$ cat config.mk
export PLATFORM = sky130hd
export DESIGN_NAME = sys_ctrl_flat
export DESIGN_NICKNAME = d
export VERILOG_FILES = /design/src/rtl/sys_ctrl_if.sv /design/src/rtl/sys_ctrl.sv /design/src/flat_wrapper.sv
export SDC_FILE = /design/constraint.sdc
export NUM_CORES = 1
export LEC_CHECK = 0
export BUFFER_PORTS_ARGS = -buffer_cell sky130_fd_sc_hd__buf_2
export CORE_ASPECT_RATIO = 1.1
export CORE_MARGIN = 2
export CORE_UTILIZATION = 57
export DETAILED_ROUTE_END_ITERATION = 8
export GPL_ROUTABILITY_DRIVEN = 0
export GPL_TIMING_DRIVEN = 0
export PLACE_DENSITY = 0.9
export SYNTH_ARGS = -nofsm -noshare
export SYNTH_HDL_FRONTEND = slang
export SYNTH_SLANG_ARGS = --single-unit
$ cat constraint.sdc
create_clock -name CLK -period 4.71 [get_ports CLK]
set_input_delay 0.2355 -clock CLK [delete_from_list [all_inputs] [get_ports CLK]]
set_output_delay 0.2355 -clock CLK [all_outputs]
set_load 0.01 [all_outputs]
$ cat src/rtl/sys_ctrl_if.sv
// Bus bundle between the command sequencer and its environment.
// The environment is the RX deserializer, register file, ALU and TX FIFO.
interface sys_ctrl_if #(
    parameter int width  = 8,
    parameter int ADDR_W = 4
);
    logic [width-1:0]   RX_P_DATA;
    logic               RX_D_VLD;
    logic [width-1:0]   RdData;
    logic               RdData_Valid;
    logic [2*width-1:0] ALU_OUT;
    logic               OUT_Valid;
    logic               FIFO_FULL;
    logic [ADDR_W-1:0]  Address;
    logic               WrEn;
    logic               RdEn;
    logic [width-1:0]   WrData;
    logic               ALU_EN;
    logic [3:0]         ALU_FUN;
    logic               CLK_EN;
    logic [width-1:0]   TX_DATA;
    logic               TX_WR;

    modport master (
        input  RX_P_DATA, RX_D_VLD, RdData, RdData_Valid, ALU_OUT, OUT_Valid, FIFO_FULL,
        output Address, WrEn, RdEn, WrData, ALU_EN, ALU_FUN, CLK_EN, TX_DATA, TX_WR
    );

    modport slave (
        output RX_P_DATA, RX_D_VLD, RdData, RdData_Valid, ALU_OUT, OUT_Valid, FIFO_FULL,
        input  Address, WrEn, RdEn, WrData, ALU_EN, ALU_FUN, CLK_EN, TX_DATA, TX_WR
    );
endinterface

$ cat src/rtl/sys_ctrl.sv
// Command sequencer: parses RX byte frames into register-file and ALU operations.
// It returns read data and ALU results byte-wise to the TX FIFO. Every output is registered.
module sys_ctrl #(
    parameter int width    = 8,
    parameter int ADDR_W   = 4,
    parameter int OPA_ADDR = 0,
    parameter int OPB_ADDR = 1
) (
    input  logic         CLK,
    input  logic         RST,
    sys_ctrl_if.master   bus
);
    localparam logic [width-1:0] CMD_WR     = width'(8'hAA);
    localparam logic [width-1:0] CMD_RD     = width'(8'hBB);
    localparam logic [width-1:0] CMD_ALU_OP = width'(8'hCC);
    localparam logic [width-1:0] CMD_ALU_NP = width'(8'hDD);
    localparam logic [ADDR_W-1:0] OPA_IDX   = ADDR_W'(OPA_ADDR);
    localparam logic [ADDR_W-1:0] OPB_IDX   = ADDR_W'(OPB_ADDR);

    typedef enum logic [3:0] {
        IDLE, WR_ADDR, WR_DATA, RD_ADDR, RD_WAIT, OP_A, OP_B,
        ALU_FUNC, ALU_WAIT, TX_LO, TX_HI, TX_RD
    } state_t;

    state_t             state_q, state_d;
    logic [ADDR_W-1:0]  addr_q, addr_d;
    logic [ADDR_W-1:0]  address_q, address_d;
    logic [width-1:0]   wrdata_q, wrdata_d;
    logic [width-1:0]   rdbyte_q, rdbyte_d;
    logic [2*width-1:0] result_q, result_d;
    logic [width-1:0]   txdata_q, txdata_d;
    logic [3:0]         alufun_q, alufun_d;
    logic               wren_q, wren_d;
    logic               rden_q, rden_d;
    logic               aluen_q, aluen_d;
    logic               clken_q, clken_d;
    logic               txwr_q, txwr_d;

    always_comb begin
        state_d   = state_q;
        addr_d    = addr_q;
        address_d = address_q;
        wrdata_d  = wrdata_q;
        rdbyte_d  = rdbyte_q;
        result_d  = result_q;
        txdata_d  = txdata_q;
        alufun_d  = alufun_q;
        wren_d    = 1'b0;
        rden_d    = 1'b0;
        aluen_d   = 1'b0;
        clken_d   = 1'b0;
        txwr_d    = 1'b0;

        case (state_q)
            IDLE: begin
                if (bus.RX_D_VLD) begin
                    case (bus.RX_P_DATA)
                        CMD_WR:     state_d = WR_ADDR;
                        CMD_RD:     state_d = RD_ADDR;
                        CMD_ALU_OP: state_d = OP_A;
                        CMD_ALU_NP: state_d = ALU_FUNC;
                        default:    state_d = IDLE;
                    endcase
                end
            end
            WR_ADDR: begin
                if (bus.RX_D_VLD) begin
                    addr_d  = bus.RX_P_DATA[ADDR_W-1:0];
                    state_d = WR_DATA;
                end
            end
            WR_DATA: begin
                if (bus.RX_D_VLD) begin
                    wren_d    = 1'b1;
                    address_d = addr_q;
                    wrdata_d  = bus.RX_P_DATA;
                    state_d   = IDLE;
                end
            end
            RD_ADDR: begin
                if (bus.RX_D_VLD) begin
                    rden_d    = 1'b1;
                    address_d = bus.RX_P_DATA[ADDR_W-1:0];
                    state_d   = RD_WAIT;
                end
            end
            RD_WAIT: begin
                if (bus.RdData_Valid) begin
                    rdbyte_d = bus.RdData;
                    state_d  = TX_RD;
                end
            end
            OP_A: begin
                if (bus.RX_D_VLD) begin
                    wren_d    = 1'b1;
                    address_d = OPA_IDX;
                    wrdata_d  = bus.RX_P_DATA;
                    state_d   = OP_B;
                end
            end
            OP_B: begin
                if (bus.RX_D_VLD) begin
                    wren_d    = 1'b1;
                    address_d = OPB_IDX;
                    wrdata_d  = bus.RX_P_DATA;
                    state_d   = ALU_FUNC;
                end
            end
            ALU_FUNC: begin
                if (bus.RX_D_VLD) begin
                    alufun_d = bus.RX_P_DATA[3:0];
                    aluen_d  = 1'b1;
                    clken_d  = 1'b1;
                    state_d  = ALU_WAIT;
                end
            end
            // The gated ALU clock stays on until the result strobe is consumed
            ALU_WAIT: begin
                if (bus.OUT_Valid) begin
                    result_d = bus.ALU_OUT;
                    state_d  = TX_LO;
                end else begin
                    clken_d  = 1'b1;
                end
            end
            TX_LO: begin
                if (!bus.FIFO_FULL) begin
                    txdata_d = result_q[width-1:0];
                    txwr_d   = 1'b1;
                    state_d  = TX_HI;
                end
            end
            TX_HI: begin
                if (!bus.FIFO_FULL) begin
                    txdata_d = result_q[2*width-1:width];
                    txwr_d   = 1'b1;
                    state_d  = IDLE;
                end
            end
            TX_RD: begin
                if (!bus.FIFO_FULL) begin
                    txdata_d = rdbyte_q;
                    txwr_d   = 1'b1;
                    state_d  = IDLE;
                end
            end
            default: state_d = IDLE;
        endcase
    end

    always_ff @(posedge CLK or negedge RST) begin
        if (!RST) begin
            state_q   <= IDLE;
            addr_q    <= '0;
            address_q <= '0;
            wrdata_q  <= '0;
            rdbyte_q  <= '0;
            result_q  <= '0;
            txdata_q  <= '0;
            alufun_q  <= '0;
            wren_q    <= 1'b0;
            rden_q    <= 1'b0;
            aluen_q   <= 1'b0;
            clken_q   <= 1'b0;
            txwr_q    <= 1'b0;
        end else begin
            state_q   <= state_d;
            addr_q    <= addr_d;
            address_q <= address_d;
            wrdata_q  <= wrdata_d;
            rdbyte_q  <= rdbyte_d;
            result_q  <= result_d;
            txdata_q  <= txdata_d;
            alufun_q  <= alufun_d;
            wren_q    <= wren_d;
            rden_q    <= rden_d;
            aluen_q   <= aluen_d;
            clken_q   <= clken_d;
            txwr_q    <= txwr_d;
        end
    end

    assign bus.Address = address_q;
    assign bus.WrEn    = wren_q;
    assign bus.RdEn    = rden_q;
    assign bus.WrData  = wrdata_q;
    assign bus.ALU_EN  = aluen_q;
    assign bus.ALU_FUN = alufun_q;
    assign bus.CLK_EN  = clken_q;
    assign bus.TX_DATA = txdata_q;
    assign bus.TX_WR   = txwr_q;
endmodule

$ cat src/flat_wrapper.sv
// flat-port wrapper written by rule: the top's interface ports become plain ports
module sys_ctrl_flat 
#(
    parameter int width    = 8,
    parameter int ADDR_W   = 4,
    parameter int OPA_ADDR = 0,
    parameter int OPB_ADDR = 1
)
  (CLK, RST, bus_RX_P_DATA, bus_RX_D_VLD, bus_RdData, bus_RdData_Valid, bus_ALU_OUT, bus_OUT_Valid, bus_FIFO_FULL, bus_Address, bus_WrEn, bus_RdEn, bus_WrData, bus_ALU_EN, bus_ALU_FUN, bus_CLK_EN, bus_TX_DATA, bus_TX_WR);
  sys_ctrl_if #(.width(width), .ADDR_W(ADDR_W)) bus_i ();
  input  logic CLK;
  input  logic RST;
  input wire logic [$bits(bus_i.RX_P_DATA)-1:0] bus_RX_P_DATA;
  input wire logic [$bits(bus_i.RX_D_VLD)-1:0] bus_RX_D_VLD;
  input wire logic [$bits(bus_i.RdData)-1:0] bus_RdData;
  input wire logic [$bits(bus_i.RdData_Valid)-1:0] bus_RdData_Valid;
  input wire logic [$bits(bus_i.ALU_OUT)-1:0] bus_ALU_OUT;
  input wire logic [$bits(bus_i.OUT_Valid)-1:0] bus_OUT_Valid;
  input wire logic [$bits(bus_i.FIFO_FULL)-1:0] bus_FIFO_FULL;
  output wire logic [$bits(bus_i.Address)-1:0] bus_Address;
  output wire logic [$bits(bus_i.WrEn)-1:0] bus_WrEn;
  output wire logic [$bits(bus_i.RdEn)-1:0] bus_RdEn;
  output wire logic [$bits(bus_i.WrData)-1:0] bus_WrData;
  output wire logic [$bits(bus_i.ALU_EN)-1:0] bus_ALU_EN;
  output wire logic [$bits(bus_i.ALU_FUN)-1:0] bus_ALU_FUN;
  output wire logic [$bits(bus_i.CLK_EN)-1:0] bus_CLK_EN;
  output wire logic [$bits(bus_i.TX_DATA)-1:0] bus_TX_DATA;
  output wire logic [$bits(bus_i.TX_WR)-1:0] bus_TX_WR;
  assign bus_i.RX_P_DATA = bus_RX_P_DATA;
  assign bus_i.RX_D_VLD = bus_RX_D_VLD;
  assign bus_i.RdData = bus_RdData;
  assign bus_i.RdData_Valid = bus_RdData_Valid;
  assign bus_i.ALU_OUT = bus_ALU_OUT;
  assign bus_i.OUT_Valid = bus_OUT_Valid;
  assign bus_i.FIFO_FULL = bus_FIFO_FULL;
  assign bus_Address = bus_i.Address;
  assign bus_WrEn = bus_i.WrEn;
  assign bus_RdEn = bus_i.RdEn;
  assign bus_WrData = bus_i.WrData;
  assign bus_ALU_EN = bus_i.ALU_EN;
  assign bus_ALU_FUN = bus_i.ALU_FUN;
  assign bus_CLK_EN = bus_i.CLK_EN;
  assign bus_TX_DATA = bus_i.TX_DATA;
  assign bus_TX_WR = bus_i.TX_WR;
  sys_ctrl #(.width(width), .ADDR_W(ADDR_W), .OPA_ADDR(OPA_ADDR), .OPB_ADDR(OPB_ADDR)) u_core (.CLK(CLK), .RST(RST), .bus(bus_i));
endmodule
# --- Word level (Yosys, flattened, before mapping) ---
# Cells that the tools add are included.
totals:
  ff_bits: 61
  output_inout_bits: 29
op_classes:
  n_eq_ne: 28
  muxes: 29
  n_reduce_logical: 14
ops:
  columns: ["cell", "count"]
  rows:
  - ["4-bit two-way mux", 14]
  - ["4-bit one-hot mux with 11 select lines", 1]
  - ["8-bit equality test, second input constant", 4]
  - ["2-bit inequality test, second input constant", 13]
  - ["8-bit two-way mux", 3]
  - ["8-bit one-hot mux with 3 select lines", 1]
  - ["4-bit by 3-bit equality test with 1-bit output, second input constant", 4]
  - ["4-bit equality test, second input constant", 4]
  - ["4-bit one-hot mux with 4 select lines", 1]
  - ["3-bit one-hot mux with 4 select lines", 1]
  - ["11-bit AND reduction", 1]
  - ["2-bit AND reduction", 5]
  - ["4-bit by 2-bit equality test with 1-bit output, second input constant", 2]
  - ["1-bit two-way mux", 7]
  - ["3-bit OR reduction", 2]
  - ["5-bit AND reduction", 1]
  - ["4-bit by 1-bit equality test with 1-bit output, second input constant", 1]
  - ["4-bit zero test", 1]
  - ["4-bit AND reduction", 1]
  - ["4-bit nonzero test", 1]
  - ["3-bit nonzero test", 1]
  - ["1-bit one-hot mux with 2 select lines", 1]
  - ["2-bit OR reduction", 1]

# --- Logic depth before layout (Yosys ltp) ---
# Gate-level depths: netlist of run 1.
depth:
  ltp_word: 4
  ltp_mapped: 7

# --- Worst setup path after synthesis of run 1 ---
# OpenSTA, ideal clock, no wires.
synth_timing:
  path_kind: "register to register"
  start: "reg u_core.state_q[1]"
  end: "reg u_core.address_q[0], in the netlist u_core.bus.Address[0]"
  arrival_ns: 1.421
  path_slack_ns: 3.165
  path_stages_with_launch: 5
  n_path_buf: 1
  cell_sequence: "dfrtp_1 buf_2 nand3b_1 a21oi_2 mux2_2"
synth_via:
  elab_chain_len: 3
synth_lines:
  columns: ["element", "line_no", "source"]
  rows:
  - ["start, declared", "sys_ctrl.sv:25", "state_t state_q, state_d;"]
  - ["start signal, assigned", "sys_ctrl.sv:167", "state_q <= state_d;"]
  - ["4-bit by 2-bit equality test with 1-bit output or 4-bit by 3-bit equality test with 1-bit output (tied branches)", "sys_ctrl.sv:54", "case (state_q)"]
  - ["4-bit nonzero test (no source line) or 2-bit inequality test (tied branches)", null, null]
  - ["5-bit AND reduction (no source line)", null, null]
  - ["end signal, assigned", "sys_ctrl.sv:169", "address_q <= address_d;"]
  - ["end, declared", "sys_ctrl.sv:27", "logic [ADDR_W-1:0] address_q, address_d;"]
# Parallel ways exist; a longest one is shown, timed or not.
# A chain may end at the register's enable or synchronous reset.

# --- Final worst setup path of run 1 ---
layout_timing:
  start: "reg u_core.state_q[2]"
  end: "reg u_core.wrdata_q[7], in the netlist u_core.bus.WrData[7]"
layout_via:
  elab_chain_len: 3
layout_lines:
  columns: ["element", "line_no", "source"]
  rows:
  - ["4-bit by 2-bit equality test with 1-bit output or 4-bit by 3-bit equality test with 1-bit output (tied branches)", "sys_ctrl.sv:54", null]
  - ["3-bit OR reduction (no source line) (*)", null, null]
  - ["2-bit AND reduction (no source line) (*)", null, null]
  - ["end signal, assigned", "sys_ctrl.sv:170", "wrdata_q <= wrdata_d;"]
  - ["end, declared", "sys_ctrl.sv:28", "logic [width-1:0] wrdata_q, wrdata_d;"]
# Mark *: on every way between the ends. The rest lies on a longest branch, timed or not.

==> results of run 1 <==
## path summary, 6_finish.rpt
kind	endpoint	cells past startpoint	slack, ns
max in group asynchronous	u_core.bus.Address[3]	1	4.27
min in group CLK	u_core.result_q[14]	2	0.13
worst max register to register	u_core.bus.WrData[7]	4	2.93
worst max-delay path	u_core.bus.WrData[7]	4	2.93
worst min register to register	u_core.bus.TX_DATA[5]	2	0.48
worst min-delay path	u_core.rdbyte_q[4]	1	-0.03
## flip-flops by register name, indices dropped and copies added, names as in the netlist
register	cells
u_core.bus.ALU_EN	1
u_core.bus.TX_WR	1
u_core.bus.ALU_FUN	4
u_core.bus.RdEn	1
u_core.bus.WrData	8
u_core.bus.TX_DATA	8
u_core.addr_q	4
u_core.bus.Address	4
u_core.rdbyte_q	8
u_core.result_q	16
u_core.bus.CLK_EN	1
u_core.bus.WrEn	1
u_core.state_q	4
## cells in the mapped netlist (all sizes together), types with 2 or more instances
master	n	area [sq um]
and2	4	25.0
mux2	41	462
or3b	2	17.5
inv	3	11.3
a21oi	6	45.1
nor2	7	28.8
dfrtp	61	1530
or4bb	2	22.5
mux2i	9	90.1
o31ai	2	15.0
a31oi	4	25.0
nand4	4	31.3
o21ai	24	120
and3b	2	17.5
nor2b	2	12.5
or3	2	12.5
o211ai	2	15.0
nand2b	4	25.0
clkbuf	2	7.51
nand2	20	75.1
buf	10	55.1
a221oi	2	23.8
## critical path, delay by kind of cell (launching register included)
| family | cells | cell delay (ns) |
|---|---|---|
| buffers and inverters | 1 | 0.25 |
| flip-flops | 1 | 0.46 |
| AO/OA/AOI/OAI | 1 | 0.37 |
| AND/OR/NAND/NOR | 1 | 0.22 |
| multiplexers | 1 | 0.38 |
## stage by stage
step	std cells	hold WS, ns	worst slack (ns)	instance area, sq um
3_5_place_dp	353	0.471	2.95	3190
6_report	369	-0.0338	2.93	3380
5_1_grt	369	0.0339	2.82	3380
3_3_place_gp	353	0.460	2.97	3190
2_1_floorplan	231	-0.0601	3.16	2790
4_1_cts	369	0.120	2.95	3380
## layout make-up
type | count | area, sq um
flip-flops and latches | 61 | 1530
fillers | 365 | 1300
multi-input cells | 155 | 1190
repair buffers | 66 | 333
clock buffers | 11 | 141
well taps | 56 | 70.1
plain buffers | 12 | 62.6
clock inverters | 5 | 50.0
inverters | 3 | 11.3
## cell families after synthesis
kind of cell / Yosys count / synth area share
XOR/XNOR: 2 / 0.00629
AND/OR/NAND/NOR: 57 / 0.116
buffers and inverters: 15 / 0.0265
flip-flops: 61 / 0.548
multiplexers: 50 / 0.198
AO/OA/AOI/OAI: 46 / 0.106
## routing by layer
metal / GRT usage / wire (um)
met1: 0.305 / 2560
met2: 0.356 / 2920
met3: 0.0468 / 254
met4: 0.109 / 97
met5: 0 / 0
## power by group through the flow
stage | combinational [W] | sequential (W) | clock [W]
3_3_place_gp | 0.000711 | 0.000852 | 0
5_1_grt | 0.000807 | 0.000888 | 0.000482
6_report | 0.000742 | 0.000859 | 0.000446
4_1_cts | 0.000746 | 0.000860 | 0.000456
3_5_place_dp | 0.000741 | 0.000869 | 0
2_1_floorplan | 0.000471 | 0.000891 | 0
## cells in the final DEF, fill, tap and decap left out, types with 2 or more instances in the layout
cell	n
a21oi_1	4
or4bb_1	2
inv_1	3
and2_1	4
nand2b_1	4
o21ai_1	3
nor2_1	6
clkbuf_1	3
mux2i_1	9
buf_2	73
clkbuf_8	10
o31ai_1	2
nand4_1	3
o21ai_0	21
clkinv_2	4
and3b_1	2
nand2_1	20
dfrtp_1	61
buf_4	3
nor2b_1	2
or3_1	2
o211ai_1	2
mux2_2	41
a31oi_1	4
==> run_results.csv, run 1 <==
group,metric,value,unit
grt,grt_pass1_vias,2022,
floorplan,start_util,0.595,
detailed_routing,totalWireLength,5.84,mm
grt,grt_pass1_wl,9.50,mm
pwr,p_comb_frac,0.362,
timing,finClkSkew,0.00949,ns
clocking,insertion_delay,0.34,ns
synthesis,synth.yosys.warnings,0,
timing,final-max-slew-violation-count,0,
status,status,"complete, but fails checks",
job,cap_viol_max_count,0,
floorplan,rows,26,
floorplan,ios,67,
timing,fin_crit_sh,0.379,
detailed_routing,drc,0,
clocking,clkTransAtPathRegs,0.06,ns
clocking,holdBufCountCts,0,
pwr,total_power,0.00205,W
timing,setup-violations-final,0,
clocking,cts_tree,"built",
synthesis,ys.flop_type,"dfrtp_1",
synthesis,synth_nets,269,
timing,fin_crit,1.78,ns
setup_path,critPathSlowestCell,"dfrtp_1",
setup_path,endpoint_kind,"flop",
synthesis,synth_cell_types,46,
clocking,post_cts_buffers,0,
place,port_buffers,66,
floorplan,dieArea,5460,sq um
place,dpl.hpwl,4.23,mm
clocking,cts_resized,0,
status,violations,"negative hold slack",
floorplan,coreArea,4680,sq um
setup_path,max_stage_delay,0.46,ns
grt,antenna_found_initial,0,
grt,grtUsageTotal,0.227,
grt,grt_max_degree,62,
finish,n_antenna_cell,0,
finish,final_nets,346,
pwr,power.density,605,nW/um^2
setup_path,cp_data_required_time,4.93,ns
detailed_routing,ant_nets,0,
setup_path,crit_path_start,"u_core.state_q[2]",
pwr,internal-power,0.00137,W
pwr,power_frac_seq,0.420,
setup_path,path_class,"reg2reg",
setup_path,crit_fanout,10,
setup_path,crit_chain,"buf_2, nand3b_1, a21oi_4, mux2_2",
detailed_routing,drtIter0Drc,170,
timing,fmax,560,MHz
pwr,vdd_drop_max,0.347,mV
synthesis,synth-seq-cells,61,
pwr,clockPowerShare,0.218,
synthesis,synth-edff-count,0,
timing,slew_headroom,0.511,
clocking,root_buffer,"clkbuf_8",
pwr,p_leak,1.64,nW
pwr,p_sw,0.000680,W
detailed_routing,drtPass1Iterations,4,
synthesis,seq_area_frac_synth,0.548,
synthesis,async_flop_share,1.00,
synthesis,netlist_area,2790,sq um
synthesis,synthCells,231,
timing,whs,-0.0338,ns
setup_path,rr_startpoint,"u_core.state_q[2]",
min_path,min_path_type,"in2async",
floorplan,dieWidth,70.7,um
finish,syn2layout_area_growth,21.3,%
synthesis,synth.avg_cell_area,12.1,sq um
finish,layout-drive-gt1-share,0.447,
detailed_routing,post_drt_wl_per_cell,15.8,um
clocking,cts_buffers,9,
timing,hold_viol_final,61,
timing,worstMarginPinSlew,0.733,ns
grt,grt_overflow,0,
setup_path,arrival,2.00,ns
detailed_routing,dr_total_vias,2067,
timing,rsz0062_at_grt,"false",
clocking,clkSinkCount,61,
detailed_routing,viasPerCell,5.60,
timing,tns,0,ns
clocking,cts-htree-levels,3,
pwr,switching_share,0.332,
clocking,cts_buffer_depth,2,
setup_path,start_kind,"flop",
floorplan,die_h,77.3,um
finish,final_util,0.722,
No activity file was read; power rests on OpenSTA's default activity.
==> run 2, diff against run 1 <==
- CORE_UTILIZATION: 57 -> 48
- PLACE_DENSITY: 0.9 -> 0.82
- clock period: 4.71 -> 1.5 ns (I/O delays scaled with it)
==> run 2 against run 1 <==
  * The run ends with negative setup slack left
  * Non-clock buffer count grew 52
  * Count of clock-buffer cells in the layout grew 2
  * Critical path depth grew 1
  * First-iteration DRC count grew 2.9%
  * Clock skew shrank 0.0020 ns
  * Hold slack gained 0.062 ns
  * Worst setup slack lost 3.1 ns
  * Global-route usage grew 1.2 points
  * Sequential power grew to 3.2 times the previous value
  * Register-to-register slack lost 3.1 ns
==> run_results.csv, run 2 (same netlist as run 1, synthesis figures left out) <==
group,metric,value,unit
grt,met1_usage,0.296,
grt,grt_max_degree,62,
pwr,p_leak,1.98,nW
setup_path,arrival,1.92,ns
finish,syn2layout_area_growth,49.6,%
timing,fin_crit,1.64,ns
detailed_routing,post_drt_wl_per_cell,17.6,um
place,postPlaceCellArea,3250,sq um
grt,grtUsageTotal,0.239,
floorplan,die_h,83.9,um
status,status,"complete, but fails checks",
grt,antenna_found_initial,0,
clocking,clkSinkCount,61,
timing,tns,-1.74,ns
timing,final-max-slew-violation-count,0,
setup_path,start_kind,"flop",
detailed_routing,drtPass1Iterations,4,
place,pre_cts_ws,-0.294,ns
finish,largest_reg_flops,16,
setup_path,endpoint_kind,"flop",
floorplan,rows,29,
setup_path,crit_fanout,10,
floorplan,coreArea,5700,sq um
finish,final_cell_mix,"buf_2, dfrtp_1, mux2_2",
grt,top_usage_layer,"met2",
clocking,cts-htree-levels,3,
pwr,total_power,0.00764,W
floorplan,dieWidth,76.6,um
timing,hold_viol_final,0,
timing,fin_crit_sh,1.10,
timing,finClkSkew,0.00750,ns
detailed_routing,viasPerCell,5.43,
finish,fill_cells,348,
grt,grtUsageMet3,0.0574,
setup_path,cp_data_required_time,1.77,ns
clocking,cts_tree,"built",
setup_path,path_class,"reg2reg",
grt,grt_overflow,0,
finish,n_antenna_cell,0,
pwr,vdd_drop_max,0.948,mV
clocking,root_buffer,"clkbuf_8",
finish,final_common_cell,"buf_2",
job,cap_viol_max_count,0,
finish,regMostFlops,"u_core.result_q",
timing,setup-violations-final,33,
detailed_routing,totalWireLength,7.72,mm
timing,worstMarginPinSlew,0.739,ns
clocking,insertion_delay,0.34,ns
timing,rsz0062_at_grt,"true",
floorplan,dieArea,6430,sq um
timing,setup_slack,-0.143,ns
detailed_routing,drc,0,
status,violations,"negative setup slack",
timing,slew_headroom,0.507,
min_path,min_path_type,"in2reg",
detailed_routing,ant_nets,0,
clocking,cts_buffer_depth,2,
place,port_buffers,66,
detailed_routing,dr_total_vias,2389,
pwr,power.density,1830,nW/um^2
floorplan,ios,67,
finish,layout-drive-gt1-share,0.504,
place,dpl.hpwl,4.17,mm
grt,grt_pass1_wl,11.7,mm
finish,post-route-cell-area,4170,sq um
finish,final_nets,398,
clocking,clkTransAtPathRegs,0.06,ns
floorplan,start_util,0.489,
timing,fmax,609,MHz
grt,grt_pass1_vias,2390,
detailed_routing,drtIter0Drc,175,
clocking,cts_buffers,9,
grt,grt_use_met2,0.385,
## run 2: power breakdown
group	internal, W	switching [W]	total [W]
Sequential	0.00235	0.000430	0.00278
Clock	0.000886	0.000585	0.00147
Combinational	0.00182	0.00158	0.00340
## run 2: through the flow
stage,util,cells,hold WS (ns)
after floorplan,-,231,-0.221
after global placement,0.570,374,0.307
after detailed placement,0.570,374,0.312
after CTS,0.705,432,0.0152
after global routing,0.732,440,0.0302
final,0.732,440,0.0286
## run 2: layout make-up
class | instances | area, sq um | area share
flip-flops and latches | 61 | 1530 | 0.367
multi-input cells | 155 | 1360 | 0.327
plain buffers | 10 | 98.8 | 0.0237
clock buffers | 13 | 169 | 0.0405
repair buffers | 120 | 870 | 0.209
inverters | 3 | 11.3 | 0.00270
clock inverters | 1 | 30.0 | 0.00721
well taps | 77 | 96.3 | 0.0231
## run 2: final timing paths
path	slack, ns	cells after the start	endpoint	startpoint
hold / removal	0.03	2	u_core.bus.WrData[4]	bus_RX_P_DATA[4]
setup / recovery	-0.14	5	u_core.bus.Address[0]	u_core.state_q[2]
min in group asynchronous	0.34	2	u_core.result_q[7]	RST
setup reg to reg	-0.14	5	u_core.bus.Address[0]	u_core.state_q[2]
hold reg to reg	0.48	2	u_core.bus.TX_DATA[2]	u_core.bus.TX_DATA[2]
max in group asynchronous	0.63	2	u_core.state_q[2]	RST
## run 2: worst max-delay path, cell delays in order (launching register included)
cell and delay [ns]:
dfrtp_2 0.45, buf_6 0.16, nor4bb_1 0.42, o21ai_0 0.20, o211ai_1 0.16, mux2_4 0.18
## run 2: timing repair
item / 4_1_cts / 5_1_grt
buffers inserted: 17 / 8
cloned: 1 / 1
hold endpoints to repair: 28 / 61
pin swaps: 8 / 9
setup endpoints to repair: 51 / 55
hold buffers: 28 / 1
resized for setup: 33 / 34
## run 2: metal layers
layer  wire (um)  part of all wire  vias to the layer above
met5           0                 0                        -
met1        3250              0.42                     1193
met2        3880              0.50                       83
met3         371             0.048                       22
li1            -                 -                     1091
met4         227             0.029                        0
